$ cat src/rtl/sobel_scan_controller.sv
// sobel_scan_controller
// Raster-scan sequencer for a KERNEL x KERNEL Sobel window. It walks the
// window across the image with its own row/column counters and drives the
// read, shift, move, calculation and write units through level requests
// that are held until the matching single-cycle done pulse is accepted.
// A row boundary forces a full window reload; interior steps shift the
// window by one column and fetch one new column (read + move handshake).
// A watchdog moves the scan into a sticky ERROR state when a unit stalls.

module sobel_scan_controller #(
  parameter int IMG_WIDTH  = 640,
  parameter int IMG_HEIGHT = 480,
  parameter int KERNEL     = 3,
  parameter int COORD_W    = 10,
  parameter int WDOG       = 1024
) (
  input  logic               clk,
  input  logic               rst,
  input  logic               start,
  input  logic               abort,
  input  logic               read_done,
  input  logic               move_done,
  input  logic               shift_done,
  input  logic               calculation_done,
  input  logic               write_done,
  output logic               start_read,
  output logic               start_move,
  output logic               start_shift,
  output logic               start_calculation,
  output logic               start_write,
  output logic [COORD_W-1:0] out_col,
  output logic [COORD_W-1:0] out_row,
  output logic               busy,
  output logic               image_done,
  output logic               err
);

  typedef enum logic [3:0] {
    S_IDLE,
    S_LOAD,
    S_CALC,
    S_WRITE,
    S_ADVANCE,
    S_SHIFT,
    S_FETCH,
    S_DONE,
    S_ERROR
  } state_t;

  localparam int OP_W = $clog2(KERNEL * KERNEL + 1);
  localparam int WD_W = $clog2(WDOG + 1);

  localparam logic [OP_W-1:0]    LOAD_LAST = OP_W'(KERNEL * KERNEL - 1);
  localparam logic [OP_W-1:0]    STEP_LAST = OP_W'(KERNEL - 1);
  localparam logic [WD_W-1:0]    WD_LIMIT  = WD_W'(WDOG - 1);
  localparam logic [COORD_W-1:0] LAST_COL  = COORD_W'(IMG_WIDTH - KERNEL);
  localparam logic [COORD_W-1:0] LAST_ROW  = COORD_W'(IMG_HEIGHT - KERNEL);

  state_t          state;
  logic [OP_W-1:0] op_cnt;
  logic [WD_W-1:0] wdog_cnt;
  logic            rd_lat;
  logic            mv_lat;

  logic wait_state;
  logic done_acc;
  logic have_rd;
  logic have_mv;

  // Identify states that wait on a unit and whether this cycle's pulse is one they consume
  always_comb begin
    wait_state = 1'b0;
    done_acc   = 1'b0;
    case (state)
      S_LOAD:  begin wait_state = 1'b1; done_acc = read_done;             end
      S_CALC:  begin wait_state = 1'b1; done_acc = calculation_done;      end
      S_WRITE: begin wait_state = 1'b1; done_acc = write_done;            end
      S_SHIFT: begin wait_state = 1'b1; done_acc = shift_done;            end
      S_FETCH: begin wait_state = 1'b1; done_acc = read_done | move_done; end
      default: begin wait_state = 1'b0; done_acc = 1'b0;                  end
    endcase
  end

  // A fetch half is satisfied by an earlier latched pulse or one arriving now
  assign have_rd = rd_lat | read_done;
  assign have_mv = mv_lat | move_done;

  // Main sequencer: state, window coordinates, op counter, fetch latches, watchdog
  always_ff @(posedge clk) begin
    if (rst) begin
      state    <= S_IDLE;
      op_cnt   <= '0;
      wdog_cnt <= '0;
      rd_lat   <= 1'b0;
      mv_lat   <= 1'b0;
      out_col  <= '0;
      out_row  <= '0;
      err      <= 1'b0;
    end else if (abort) begin
      state    <= S_IDLE;
      op_cnt   <= '0;
      wdog_cnt <= '0;
      rd_lat   <= 1'b0;
      mv_lat   <= 1'b0;
      out_col  <= '0;
      out_row  <= '0;
    end else if (wait_state && !done_acc && wdog_cnt == WD_LIMIT) begin
      state    <= S_ERROR;
      err      <= 1'b1;
      op_cnt   <= '0;
      wdog_cnt <= '0;
      rd_lat   <= 1'b0;
      mv_lat   <= 1'b0;
    end else begin
      // Every exit from a wait state happens on an accepted done, so clearing
      // on done also covers the clear-on-state-change rule.
      if (wait_state && !done_acc) begin
        wdog_cnt <= wdog_cnt + WD_W'(1);
      end else begin
        wdog_cnt <= '0;
      end

      case (state)
        S_IDLE, S_ERROR: begin
          if (start) begin
            err     <= 1'b0;
            out_col <= '0;
            out_row <= '0;
            op_cnt  <= '0;
            rd_lat  <= 1'b0;
            mv_lat  <= 1'b0;
            state   <= S_LOAD;
          end
        end

        S_LOAD: begin
          if (read_done) begin
            if (op_cnt == LOAD_LAST) begin
              op_cnt <= '0;
              state  <= S_CALC;
            end else begin
              op_cnt <= op_cnt + OP_W'(1);
            end
          end
        end

        S_CALC: begin
          if (calculation_done) begin
            state <= S_WRITE;
          end
        end

        S_WRITE: begin
          if (write_done) begin
            state <= S_ADVANCE;
          end
        end

        S_ADVANCE: begin
          if (out_col == LAST_COL && out_row == LAST_ROW) begin
            state <= S_DONE;
          end else if (out_col == LAST_COL) begin
            out_col <= '0;
            out_row <= out_row + COORD_W'(1);
            state   <= S_LOAD;
          end else begin
            out_col <= out_col + COORD_W'(1);
            state   <= S_SHIFT;
          end
        end

        S_SHIFT: begin
          if (shift_done) begin
            if (op_cnt == STEP_LAST) begin
              op_cnt <= '0;
              state  <= S_FETCH;
            end else begin
              op_cnt <= op_cnt + OP_W'(1);
            end
          end
        end

        S_FETCH: begin
          if (have_rd && have_mv) begin
            rd_lat <= 1'b0;
            mv_lat <= 1'b0;
            if (op_cnt == STEP_LAST) begin
              op_cnt <= '0;
              state  <= S_CALC;
            end else begin
              op_cnt <= op_cnt + OP_W'(1);
            end
          end else begin
            rd_lat <= have_rd;
            mv_lat <= have_mv;
          end
        end

        S_DONE: begin
          state <= S_IDLE;
        end

        default: begin
          state <= S_IDLE;
        end
      endcase
    end
  end

  // Moore request decode straight from the state register
  assign start_read        = (state == S_LOAD) || (state == S_FETCH);
  assign start_move        = (state == S_FETCH);
  assign start_shift       = (state == S_SHIFT);
  assign start_calculation = (state == S_CALC);
  assign start_write       = (state == S_WRITE);
  assign image_done        = (state == S_DONE);
  assign busy              = (state != S_IDLE) && (state != S_ERROR);

endmodule

$ cat config.mk
export PLATFORM = sky130hd
export DESIGN_NAME = sobel_scan_controller
export DESIGN_NICKNAME = d
export VERILOG_FILES = /design/src/rtl/sobel_scan_controller.sv
export SDC_FILE = /design/constraint.sdc
export NUM_CORES = 1
export LEC_CHECK = 0
export CAP_MARGIN = 0
export CORE_MARGIN = 5
export CORE_UTILIZATION = 35
export DETAILED_ROUTE_END_ITERATION = 12
export DONT_BUFFER_PORTS = 1
export GPL_ROUTABILITY_DRIVEN = 0
export HOLD_SLACK_MARGIN = 0.15
export PLACE_DENSITY = 0.54
export SLEW_MARGIN = 20
export SYNTH_ARGS = -nofsm -noshare
export SYNTH_HDL_FRONTEND = slang
export SYNTH_SLANG_ARGS = --single-unit
$ cat constraint.sdc
create_clock -name clk -period 2.7 [get_ports clk]
set_clock_uncertainty 0.15 [all_clocks]
set_input_delay 0.675 -clock clk [delete_from_list [all_inputs] [get_ports clk]]
set_output_delay 0.675 -clock clk [all_outputs]
set_load 0.01 [all_outputs]
==> results by group <==
Synth
  • Seq/Total Area, Yosys: 37.3%
  • Primary FF master, synth: dfxtp_1
  • Mapped Cells: 272
  • Syn nets: 289
  • Seq cells post-synth: 42
  • Synth Area per Inst: 8.30 um^2
  • Post-Syn Area: 2260 um^2
  • Number of distinct library cells after synthesis: 50
  • Async SR Flop Fraction: 0%
  • Yosys warns: 0
  • Post-synth EDFFs: 0

Place
  • IO Port Bufs: 0
  • Post-DP HPWL: 3750 um
  • Placed Area: 2350 um^2
  • Post-Place Worst Slack: 377 ps

Floorplanning
  • Rows: 29
  • Core Box Area: 6310 um^2
  • Die span in x: 90.3 um
  • Initial core utilization: 35.8%
  • Chip height: 90.3 um
  • Die area: 8150 um^2
  • I/O pin count: 37

Run
  • MaxCap Viol Count: 0

Timing
  • Unrepaired setup endpoints after global routing: no
  • Worst-Margin Slew: 551 ps
  • Fmax: 405 MHz
  • Period utilization: 91.5%
  • Final setup TNS: 0 ps
  • Worst slew margin: 63.0%
  • Final Hold Vio Count: 0
  • Count of pins over their slew limit: 0
  • Final Setup Violations: 0
  • Period minus WS final: 2470 ps
  • Post-route setup slack: 228 ps

Setup path
  • Crit-path max cell delay: 640 ps
  • Critical Path AT: 1650 ps
  • Slowest-stage cell, CP: dfxtp_1
  • Number of buffers and inverters on the critical path: 0
  • Crit Path Max Fanout: 15
  • Required @ worst endpoint: 1880 ps
  • CP top delay family: simple AND/OR/NAND/NOR gates
  • Critical path cell sequence: nand2b_1, nor3_1
  • Critical path type: flip-flop to output pin
  • Crit. End Element: output pin
  • Startpoint types: flip-flop

CTS
  • Clock Sinks: 42
  • Clock Pin Slew Worst Setup and Hold Paths: 80 ps
  • CTS buffer count: 5
  • Max Root-Sink Buffers: 2
  • CTS Root Cell: clkbuf_8
  • Clock Latency Late Sink: 300 ps
  • CTS tree: yes
  • Setup Buffers After CTS: 0
  • Max H-tree Level: 2

Routing
  • Antenna Violating Nets Remaining: 0
  • Vias after detailed routing: 1,855
  • DRC: 0
  • Vias/cell: 5.23
  • DRT Pass-1 Iters: 4
  • Drt wl/cell: 14.0 um
  • Total wire length: 4980 um
  • Initial DRC Count: 65

Final layout
  • Commonest non-fill, non-tap cell in the layout: nor2_1
  • Diode count: 0
  • Commonest non-fill, non-tap cells in the layout: nor2_1 (44), dfxtp_1 (42), nand2_1 (22)
  • Final instance area: 2470 um^2
  • Area delta synth->final: 9.37%
  • Nets@finish: 294
  • Share of layout cells above drive strength 1: 9.35%

GRT
  • Global routing usage on met3: 6.25%
  • First-pass GRT wire length: 8740 um
  • Largest net degree at the start of global routing: 16
  • Met1 Resource Use GR: 17.0%
  • Met2 Resource Use GR: 18.5%
  • Vias in the first global route: 1,758
  • Gr usage total: 12.9%
  • Initial antenna violation count: 0
  • Grt peak-use layer: met2
  • Overflow after GRT: 0

Pwr
  • P_leak: 0.882 nW
  • Tot Pwr: 1.22 mW
  • PwrDens: 495 nW/um^2
  • Maximum vdd drop: 0.316 mV

Outcome
  • Status: completed

Hold path
  • Worst Hold Class: input port to flip-flop
## sequential cells by signal, indices dropped and copies added (netlist names)
register / flops
out_col: 10
err: 1
op_cnt: 4
mv_lat: 1
out_row: 10
rd_lat: 1
wdog_cnt: 11
state: 4
## worst paths after layout
path	startpoint	endpoint	slack [ps]	cells after the start
worst max register to register	state[1]$_SDFFE_PP0P_	state[0]$_SDFFE_PP0P_	330	6
worst max-delay path	state[1]$_SDFFE_PP0P_	start_calculation	230	2
worst min-delay path	rst	err$_SDFFE_PP0P_	280	1
worst min register to register	wdog_cnt[10]$_SDFF_PP0_	wdog_cnt[10]$_SDFF_PP0_	290	2
## area by class of cell
class | instances | area (um^2)
clock buffers | 5 | 68.8
clock inverters | 3 | 43.8
fillers | 675 | 3840
inverters | 13 | 48.8
multi-input cells | 210 | 1330
flip-flops and latches | 42 | 841
well taps | 77 | 96.3
repair buffers | 5 | 37.5
## synth_stat cells, types with 2 or more instances
library cell / count / area share, %
nor2_1: 44 / 7.3
a21oi_1: 17 / 3.8
xnor2_1: 5 / 1.9
nand2_1: 22 / 3.7
inv_1: 12 / 2.0
nand3_2: 2 / 0.89
nor3_1: 4 / 0.89
xor2_1: 18 / 7.0
o21ai_1: 2 / 0.44
nor4_1: 2 / 0.55
nand2b_1: 4 / 1.1
nor2b_1: 2 / 0.55
or2_2: 2 / 0.55
ha_1: 8 / 4.4
o21ai_0: 8 / 1.8
buf_2: 5 / 1.1
and2_1: 3 / 0.83
and3_1: 10 / 2.8
or3_1: 6 / 1.7
dfxtp_1: 42 / 37
nand3_1: 14 / 3.1
o31ai_1: 3 / 1.0
nand4_1: 8 / 2.2
mux2i_1: 2 / 0.89
and4_1: 2 / 0.78
## routing by layer
| layer | share of wire (%) | vias up |
|---|---|---|
| li1 | - | 951 |
| met1 | 49 | 851 |
| met2 | 41 | 44 |
| met3 | 8.6 | 9 |
| met4 | 1.5 | 0 |
| met5 | 0 | - |
## cell families (layout without fill, tap and decap cells)
kind of cell | count (synthesis) | after routing | share of synthesized area (%)
buf+inv | 20 | 26 | 3.94
flops | 42 | 42 | 37.3
fa+ha+maj | 9 | 9 | 4.88
xor+xnor | 23 | 23 | 8.92
compound gates | 43 | 43 | 14.0
simple gates | 133 | 133 | 30.2
mux | 2 | 2 | 0.887
## where the power goes
part           internal, mW  switching (mW)  leakage, nW  total, mW
combinational        0.0290          0.0505        0.485     0.0795
sequential            0.622         0.00712        0.338      0.629
clock                 0.277           0.236       0.0585      0.513
## what timing repair did
action | 4_1_cts | 5_1_grt
hold buffers | 0 | 0
hold endpoints to repair | 0 | 0
gates resized for setup | 0 | 1
setup endpoints to repair | 0 | 1
## metrics by stage
step | hold slack [ps] | std cells | utilization [%]
after floorplan | 260 | 272 | -
after global placement | 267 | 347 | 37.2
after detailed placement | 275 | 347 | 37.2
after CTS | 265 | 355 | 39.0
after global routing | 255 | 355 | 39.1
final | 281 | 355 | 39.1
(Power assumes the default switching activity.)
